===== config.mk =====
export PLATFORM = sky130hd
export DESIGN_NAME = gen_sequencer_flat
export DESIGN_NICKNAME = d
export VERILOG_FILES = /design/src/rtl/life_pkg.sv /design/src/rtl/gen_sequencer_if.sv /design/src/rtl/gen_req_latch.sv /design/src/rtl/gen_sequencer.sv /design/src/flat_wrapper.sv
export SDC_FILE = /design/constraint.sdc
export NUM_CORES = 1
export LEC_CHECK = 0
export ABC_AREA = 1
export CAP_MARGIN = 0
export CORE_MARGIN = 2
export CORE_UTILIZATION = 50
export DETAILED_ROUTE_END_ITERATION = 7
export GPL_TIMING_DRIVEN = 0
export PLACE_DENSITY = 0.79
export SETUP_SLACK_MARGIN = 0.02
export SYNTH_ARGS = -nofsm -noshare
export SYNTH_HDL_FRONTEND = slang
export SYNTH_SLANG_ARGS = --single-unit

===== constraint.sdc =====
create_clock -name clk -period 1.5 [get_ports clk]
set_input_delay 0.3 -clock clk [delete_from_list [all_inputs] [get_ports clk]]
set_output_delay 0.3 -clock clk [all_outputs]
set_load 0.01 [all_outputs]

===== src/rtl/life_pkg.sv =====
// Shared definitions for the Life generation sequencer: FSM encoding,
// board geometry defaults and a counter-width helper.
package life_pkg;

    localparam int NUM_TILES_DEF  = 4;
    localparam int POS_W_DEF      = 2;
    localparam int RUN_CYCLES_DEF = 1;
    localparam int GEN_W_DEF      = 16;
    localparam int TILE_W         = 16;

    typedef enum logic [2:0] {
        ST_IDLE       = 3'd0,
        ST_WAIT_FRAME = 3'd1,
        ST_LOAD       = 3'd2,
        ST_RUN        = 3'd3,
        ST_STORE      = 3'd4,
        ST_DONE       = 3'd5
    } seq_state_e;

    // Width of a counter that must hold 0..n-1 (never narrower than 1 bit).
    function automatic int cnt_w(input int n);
        return (n > 1) ? $clog2(n) : 1;
    endfunction

endpackage


===== src/rtl/gen_sequencer_if.sv =====
// Request inputs and tile/strobe outputs of the generation sequencer.
// master = request source / observer, slave = the sequencer.
interface gen_sequencer_if import life_pkg::*; #(
    parameter int POS_W = POS_W_DEF,
    parameter int GEN_W = GEN_W_DEF
);

    logic             tick;
    logic             step;
    logic             enb;
    logic             frame;
    logic [POS_W-1:0] tile_pos;
    logic             load_array;
    logic             run;
    logic             write_mem;
    logic             busy;
    logic             done;
    logic [GEN_W-1:0] gen_count;

    modport master (
        output tick, step, enb, frame,
        input  tile_pos, load_array, run, write_mem, busy, done, gen_count
    );

    modport slave (
        input  tick, step, enb, frame,
        output tile_pos, load_array, run, write_mem, busy, done, gen_count
    );

endinterface


===== src/rtl/gen_req_latch.sv =====
// Generation request arbitration: merges tick/step, holds at most one
// pending request while the sequencer is busy, and remembers its source.
module gen_req_latch (
    input  logic clk,
    input  logic reset,
    input  logic tick_i,
    input  logic step_i,
    input  logic enb_i,
    input  logic idle_i,
    output logic start_o
);

    logic req;
    logic pend_live;
    logic pend_q, pend_d;
    logic pend_tick_q, pend_tick_d;

    always_comb begin
        req         = step_i | (tick_i & enb_i);
        // A held tick request evaporates as soon as enb drops; a held step does not.
        pend_live   = pend_q & ~(pend_tick_q & ~enb_i);
        start_o     = idle_i & (req | pend_live);
        pend_d      = pend_live;
        pend_tick_d = pend_tick_q;
        if (idle_i) begin
            pend_d      = 1'b0;
            pend_tick_d = 1'b0;
        end else if (req && !pend_live) begin
            pend_d      = 1'b1;
            pend_tick_d = ~step_i;
        end
    end

    always_ff @(posedge clk) begin
        if (reset) begin
            pend_q      <= 1'b0;
            pend_tick_q <= 1'b0;
        end else begin
            pend_q      <= pend_d;
            pend_tick_q <= pend_tick_d;
        end
    end

endmodule


===== src/rtl/gen_sequencer.sv =====
// Walks every board tile once per generation: LOAD -> RUN -> STORE per tile,
// then DONE. Define GEN_SEQUENCER_FRAME_SYNC_EN to hold each generation in
// WAIT_FRAME until a VESA frame strobe.
module gen_sequencer import life_pkg::*; #(
    parameter int NUM_TILES  = NUM_TILES_DEF,
    parameter int POS_W      = POS_W_DEF,
    parameter int RUN_CYCLES = RUN_CYCLES_DEF,
    parameter int GEN_W      = GEN_W_DEF
) (
    input  logic             clk,
    input  logic             reset,
    gen_sequencer_if.slave   seq_io
);

    localparam int                RC_W      = cnt_w(RUN_CYCLES);
    localparam logic [POS_W-1:0]  LAST_TILE = POS_W'(NUM_TILES - 1);
    localparam logic [RC_W-1:0]   LAST_RUN  = RC_W'(RUN_CYCLES - 1);

    if (NUM_TILES < 2)             $error("NUM_TILES must be >= 2");
    if ((2 ** POS_W) < NUM_TILES)  $error("POS_W too narrow for NUM_TILES");
    if (RUN_CYCLES < 1)            $error("RUN_CYCLES must be >= 1");

    seq_state_e       state_q;
    logic [POS_W-1:0] k_q;
    logic [RC_W-1:0]  run_cnt_q;
    logic             load_q, run_q, wr_q, busy_q, done_q;
    logic [GEN_W-1:0] gen_q;
    logic             start;

    gen_req_latch u_req (
        .clk     (clk),
        .reset   (reset),
        .tick_i  (seq_io.tick),
        .step_i  (seq_io.step),
        .enb_i   (seq_io.enb),
        .idle_i  (state_q == ST_IDLE),
        .start_o (start)
    );

`ifndef GEN_SEQUENCER_FRAME_SYNC_EN
    logic unused_frame;
    assign unused_frame = seq_io.frame;
`endif

    // Strobes are computed for the state being entered, so every output is a flop.
    always_ff @(posedge clk) begin
        if (reset) begin
            state_q   <= ST_IDLE;
            k_q       <= '0;
            run_cnt_q <= '0;
            load_q    <= 1'b0;
            run_q     <= 1'b0;
            wr_q      <= 1'b0;
            busy_q    <= 1'b0;
            done_q    <= 1'b0;
            gen_q     <= '0;
        end else begin
            load_q <= 1'b0;
            run_q  <= 1'b0;
            wr_q   <= 1'b0;
            done_q <= 1'b0;
            case (state_q)
                ST_IDLE: begin
                    if (start) begin
                        busy_q <= 1'b1;
                        k_q    <= '0;
`ifdef GEN_SEQUENCER_FRAME_SYNC_EN
                        state_q <= ST_WAIT_FRAME;
`else
                        state_q <= ST_LOAD;
                        load_q  <= 1'b1;
`endif
                    end
                end
`ifdef GEN_SEQUENCER_FRAME_SYNC_EN
                ST_WAIT_FRAME: begin
                    if (seq_io.frame) begin
                        state_q <= ST_LOAD;
                        load_q  <= 1'b1;
                    end
                end
`endif
                ST_LOAD: begin
                    state_q   <= ST_RUN;
                    run_q     <= 1'b1;
                    run_cnt_q <= '0;
                end
                ST_RUN: begin
                    if (run_cnt_q == LAST_RUN) begin
                        state_q <= ST_STORE;
                        wr_q    <= 1'b1;
                    end else begin
                        run_cnt_q <= run_cnt_q + RC_W'(1);
                        run_q     <= 1'b1;
                    end
                end
                ST_STORE: begin
                    if (k_q == LAST_TILE) begin
                        state_q <= ST_DONE;
                        done_q  <= 1'b1;
                        k_q     <= '0;
                        gen_q   <= gen_q + GEN_W'(1);
                    end else begin
                        state_q <= ST_LOAD;
                        load_q  <= 1'b1;
                        k_q     <= k_q + POS_W'(1);
                    end
                end
                ST_DONE: begin
                    state_q <= ST_IDLE;
                    busy_q  <= 1'b0;
                end
                default: begin
                    state_q <= ST_IDLE;
                    busy_q  <= 1'b0;
                    k_q     <= '0;
                end
            endcase
        end
    end

    assign seq_io.tile_pos   = k_q;
    assign seq_io.load_array = load_q;
    assign seq_io.run        = run_q;
    assign seq_io.write_mem  = wr_q;
    assign seq_io.busy       = busy_q;
    assign seq_io.done       = done_q;
    assign seq_io.gen_count  = gen_q;

endmodule

===== src/flat_wrapper.sv =====
// flat-port wrapper written by rule: the top's interface ports become plain ports
module gen_sequencer_flat import life_pkg::*;
#(
    parameter int NUM_TILES  = NUM_TILES_DEF,
    parameter int POS_W      = POS_W_DEF,
    parameter int RUN_CYCLES = RUN_CYCLES_DEF,
    parameter int GEN_W      = GEN_W_DEF
)
  (clk, reset, seq_io_tick, seq_io_step, seq_io_enb, seq_io_frame, seq_io_tile_pos, seq_io_load_array, seq_io_run, seq_io_write_mem, seq_io_busy, seq_io_done, seq_io_gen_count);
  gen_sequencer_if #(.POS_W(POS_W), .GEN_W(GEN_W)) seq_io_i ();
  input  logic clk;
  input  logic reset;
  input wire logic [$bits(seq_io_i.tick)-1:0] seq_io_tick;
  input wire logic [$bits(seq_io_i.step)-1:0] seq_io_step;
  input wire logic [$bits(seq_io_i.enb)-1:0] seq_io_enb;
  input wire logic [$bits(seq_io_i.frame)-1:0] seq_io_frame;
  output wire logic [$bits(seq_io_i.tile_pos)-1:0] seq_io_tile_pos;
  output wire logic [$bits(seq_io_i.load_array)-1:0] seq_io_load_array;
  output wire logic [$bits(seq_io_i.run)-1:0] seq_io_run;
  output wire logic [$bits(seq_io_i.write_mem)-1:0] seq_io_write_mem;
  output wire logic [$bits(seq_io_i.busy)-1:0] seq_io_busy;
  output wire logic [$bits(seq_io_i.done)-1:0] seq_io_done;
  output wire logic [$bits(seq_io_i.gen_count)-1:0] seq_io_gen_count;
  assign seq_io_i.tick = seq_io_tick;
  assign seq_io_i.step = seq_io_step;
  assign seq_io_i.enb = seq_io_enb;
  assign seq_io_i.frame = seq_io_frame;
  assign seq_io_tile_pos = seq_io_i.tile_pos;
  assign seq_io_load_array = seq_io_i.load_array;
  assign seq_io_run = seq_io_i.run;
  assign seq_io_write_mem = seq_io_i.write_mem;
  assign seq_io_busy = seq_io_i.busy;
  assign seq_io_done = seq_io_i.done;
  assign seq_io_gen_count = seq_io_i.gen_count;
  gen_sequencer #(.NUM_TILES(NUM_TILES), .POS_W(POS_W), .RUN_CYCLES(RUN_CYCLES), .GEN_W(GEN_W)) u_core (.clk(clk), .reset(reset), .seq_io(seq_io_i));
endmodule

==> metrics.md <==
| Metric | Value |
|---|---|
| Vias in the first global route | `roughly 1300` |
| Slew HR | `0.700` |
| Gate power share | `0.088` |
| Final Cycle Share | `0.931` |
| WL per Instance | `11.9 um` |
| Commonest non-fill, non-tap cell in the layout | `nand2_1` |
| Initial drt markers | `37` |
| Hold Path Cell Cnt | `2` |
| Maxcap violations | `0` |
| Drt total wl | `3270 um` |
| Number of synthesized flops with an enable pin | `0` |
| Layout cell share with drive strength beyond 1 | `0.221` |
| CTS buffer count | `3` |
| DRC violations left | `0` |
| Post-DP HPWL | `2220 um` |
| Ys Warns | `0` |
| Met2 Use GR | `0.339` |
| GRT overflow | `0` |
| ANT nets after route | `0` |
| Clk sink count | `28` |
| Die width | `56.2 um` |
| PwrDens | `749 nW/um2` |
| Leak | `0.895 nW` |
| Yosys reg bits | `28` |
| CTS Root Cell | `clkbuf_4` |
| Tot Pwr | `1.41 mW` |
| Final setup fails | `0` |
| Final Max Tran Viols | `0` |
| Post-synthesis cell area | `1360 um2` |
| Arrival time worst endpoint | `1.65 ns` |
| Gate Count Post-Synth | `around 200` |
| Tot GR Track Use | `0.206` |
| H-tree depth | `1` |
| Clk slew on worst S/H paths | `0.16 ns` |
| Die ar. | `3160 um2` |
| Final Util | `0.744` |
| Switching power | `~0.32 mW` |
| Worst-Margin Slew | `0.450 ns` |
| Net Sw Frac | `0.230` |
| Post-synthesis sequential area ratio | `0.411` |
| Seq pwr share | `0.551` |
| Final GP Congestion | `0.874` |
| CTS tree | `yes` |
| Clock Power Share | `0.361` |
| Synth cell types | `21` |
| Fill cells | `212` |
| Multi-input logic area | `roughly 720 um2` |
| Port Buffers | `27` |
| FP Rows | `18` |
| I/O pin count | `29` |
| Vias post-DR | `1426` |
| Maximum vdd drop | `0.000709 V` |
| N_diodes | `0` |
| Status | `complete, no violations` |
| Fin cells | `274` |
| Post-Syn Nets | `210` |
| Initial antenna violation count | `0` |
| Commonest non-fill, non-tap cells in the layout | `nand2_1 (49), nor2_1 (32), inv_1 (25)` |
| Core area | `2520 um2` |
| First-pass GRT wire length | `5370 um` |
| Max Fclk | `0.716 GHz` |
| Maximum clock insertion buffer count | `2` |
| Top FF cell, synth | `dfxtp_1` |
| Critical Path Start Type | `flip-flop` |
| TritonRoute pass-1 iters | `6` |
| Beginning of the critical path | `u_core.seq_io.tile_pos[0]` |
| Worst Setup End Kind | `flip-flop` |
| Setup ws final | `0.104 ns` |
| Final hold violations | `0` |
| Internal power | `1.08 mW` |
| Gr busiest metal | `met2` |
| Synth area leader | `dfxtp_1` |
| CP Data Required Time | `~1.8 ns` |
| Largest net degree at the start of global routing | `17` |
| Min cycle time layout | `between 1 and 1.5 ns` |
| GR Layer Usage met3 | `0.0233` |
| Async S/R FF share, synth | `0` |
| Synth area leaders | `dfxtp_1 (41%), nand2_1 (15%), nor2_1 (9.4%)` |
| Clk_skew | `0.00977 ns` |
| FF-to-FF Start | `u_core.seq_io.tile_pos[0]` |
| NumNets Final | `254` |
| P&R area growth vs syn | `37.5%` |
| Die Y | `between 50 and 60 um` |
| Hold WC Path Type | `flip-flop to flip-flop` |
| Worst-skew pair later-pin latency | `about 0.34 ns` |
| CP Class | `flip-flop to flip-flop` |
| GR Layer Usage met1 | `0.282` |
| Worst Path Max Fanout | `9` |
| Yosys top cell area share | `0.411` |
| CTS Hold Bufs | `0` |
| Mapped Avg Cell Area | `6.79 um2` |
| Drt via density | `around 5.2` |
| Placed Instances | `between 200 and 300` |
| Beginning of the worst hold path | `u_core.seq_io.busy` |
| Starting Density | `0.541` |
| Register area | `~590 um2` |
| Hold Worst Slack | `0.472 ns` |
| R2R cell count | `8` |
| Place WS | `-0.240 ns` |
-- synth_stat cells, drive strengths merged, types with 2 or more instances --
| master | count |
|---|---|
| buf | 2 |
| a21oi | 16 |
| ha | 3 |
| or2 | 2 |
| o21ai | 5 |
| nor3 | 3 |
| inv | 26 |
| nand2 | 53 |
| dfxtp | 28 |
| clkbuf | 2 |
| nor3b | 2 |
| nor2 | 37 |
| nand3 | 12 |
| nand4 | 7 |
-- kinds of logic (layout without fill, tap and decap cells) --
family                     Yosys count  count (layout)  synth area share
buffers and inverters               30              73            0.0936
adders and majority gates            3               3            0.0275
DFF                                 28              28             0.411
and+or+nand+nor                    117             117             0.380
AOI/OAI and AO/OA                   22              22            0.0817
xor gates and xnor gates             1               1           0.00642
-- power by group through the flow --
stage                     Combinational [mW]  Sequential, mW  Clock (mW)
after floorplan                       0.0707           0.799           0
after global placement                 0.121           0.794           0
after detailed placement               0.127           0.795           0
after CTS                              0.121           0.772       0.505
after global routing                   0.138           0.777       0.536
final                                  0.124           0.774       0.508
-- per-stage QoR --
stage	area, um2	setup TNS (ns)
final	1880	0
after floorplan	1360	0
after global placement	1670	-1.22
after global routing	1880	-0.138
after detailed placement	1670	-1.81
after CTS	1790	0
-- path summary, 6_finish.rpt --
kind / slack, ns / to
worst max-delay path: 0.10 / u_core.seq_io.gen_count[2]
worst min-delay path: 0.47 / u_core.seq_io.busy
worst max register to register: 0.10 / u_core.seq_io.gen_count[2]
worst min register to register: 0.47 / u_core.seq_io.busy
-- state kept, by name, summed over array words and instances (netlist names) --
name                      count
u_core.seq_io.gen_count      16
u_core.state_q                3
u_core.seq_io.tile_pos        2
u_core.seq_io.busy            1
u_core.seq_io.done            1
u_core.seq_io.load_array      1
u_core.seq_io.run             1
u_core.seq_io.write_mem       1
u_core.u_req.pend_q           1
u_core.u_req.pend_tick_q      1
-- worst max-delay path: stages, from the launching register on --
cell and delay (ns):
dfxtp_2 0.35, buf_4 0.12, ha_2 0.19, nand3_4 0.09
buf_8 0.16, inv_4 0.10, nand2_1 0.08, o21ai_0 0.17
a21oi_1 0.06
-- per-layer routing --
metal	wire length [um]	share of wire
met5	0	0
met3	109	0.033
met1	1550	0.47
met4	49	0.015
met2	1570	0.48
-- repair_timing --
action,4_1_cts,5_1_grt
gates resized for setup,44,18
pin swaps,0,6
buffers inserted,8,4
endpoints found under the setup margin,23,14
-- area by class of cell --
| type | count | share of cell area |
|---|---|---|
| multi-input cells | 143 | 0.386 |
| flip-flops and latches | 28 | 0.316 |
| repair buffers | 39 | 0.179 |
| inverters | 26 | 0.0534 |
| well taps | 30 | 0.0200 |
| plain buffers | 4 | 0.0187 |
| clock inverters | 1 | 0.0160 |
| clock buffers | 3 | 0.0120 |
No activity file was read; power rests on OpenSTA's default activity.
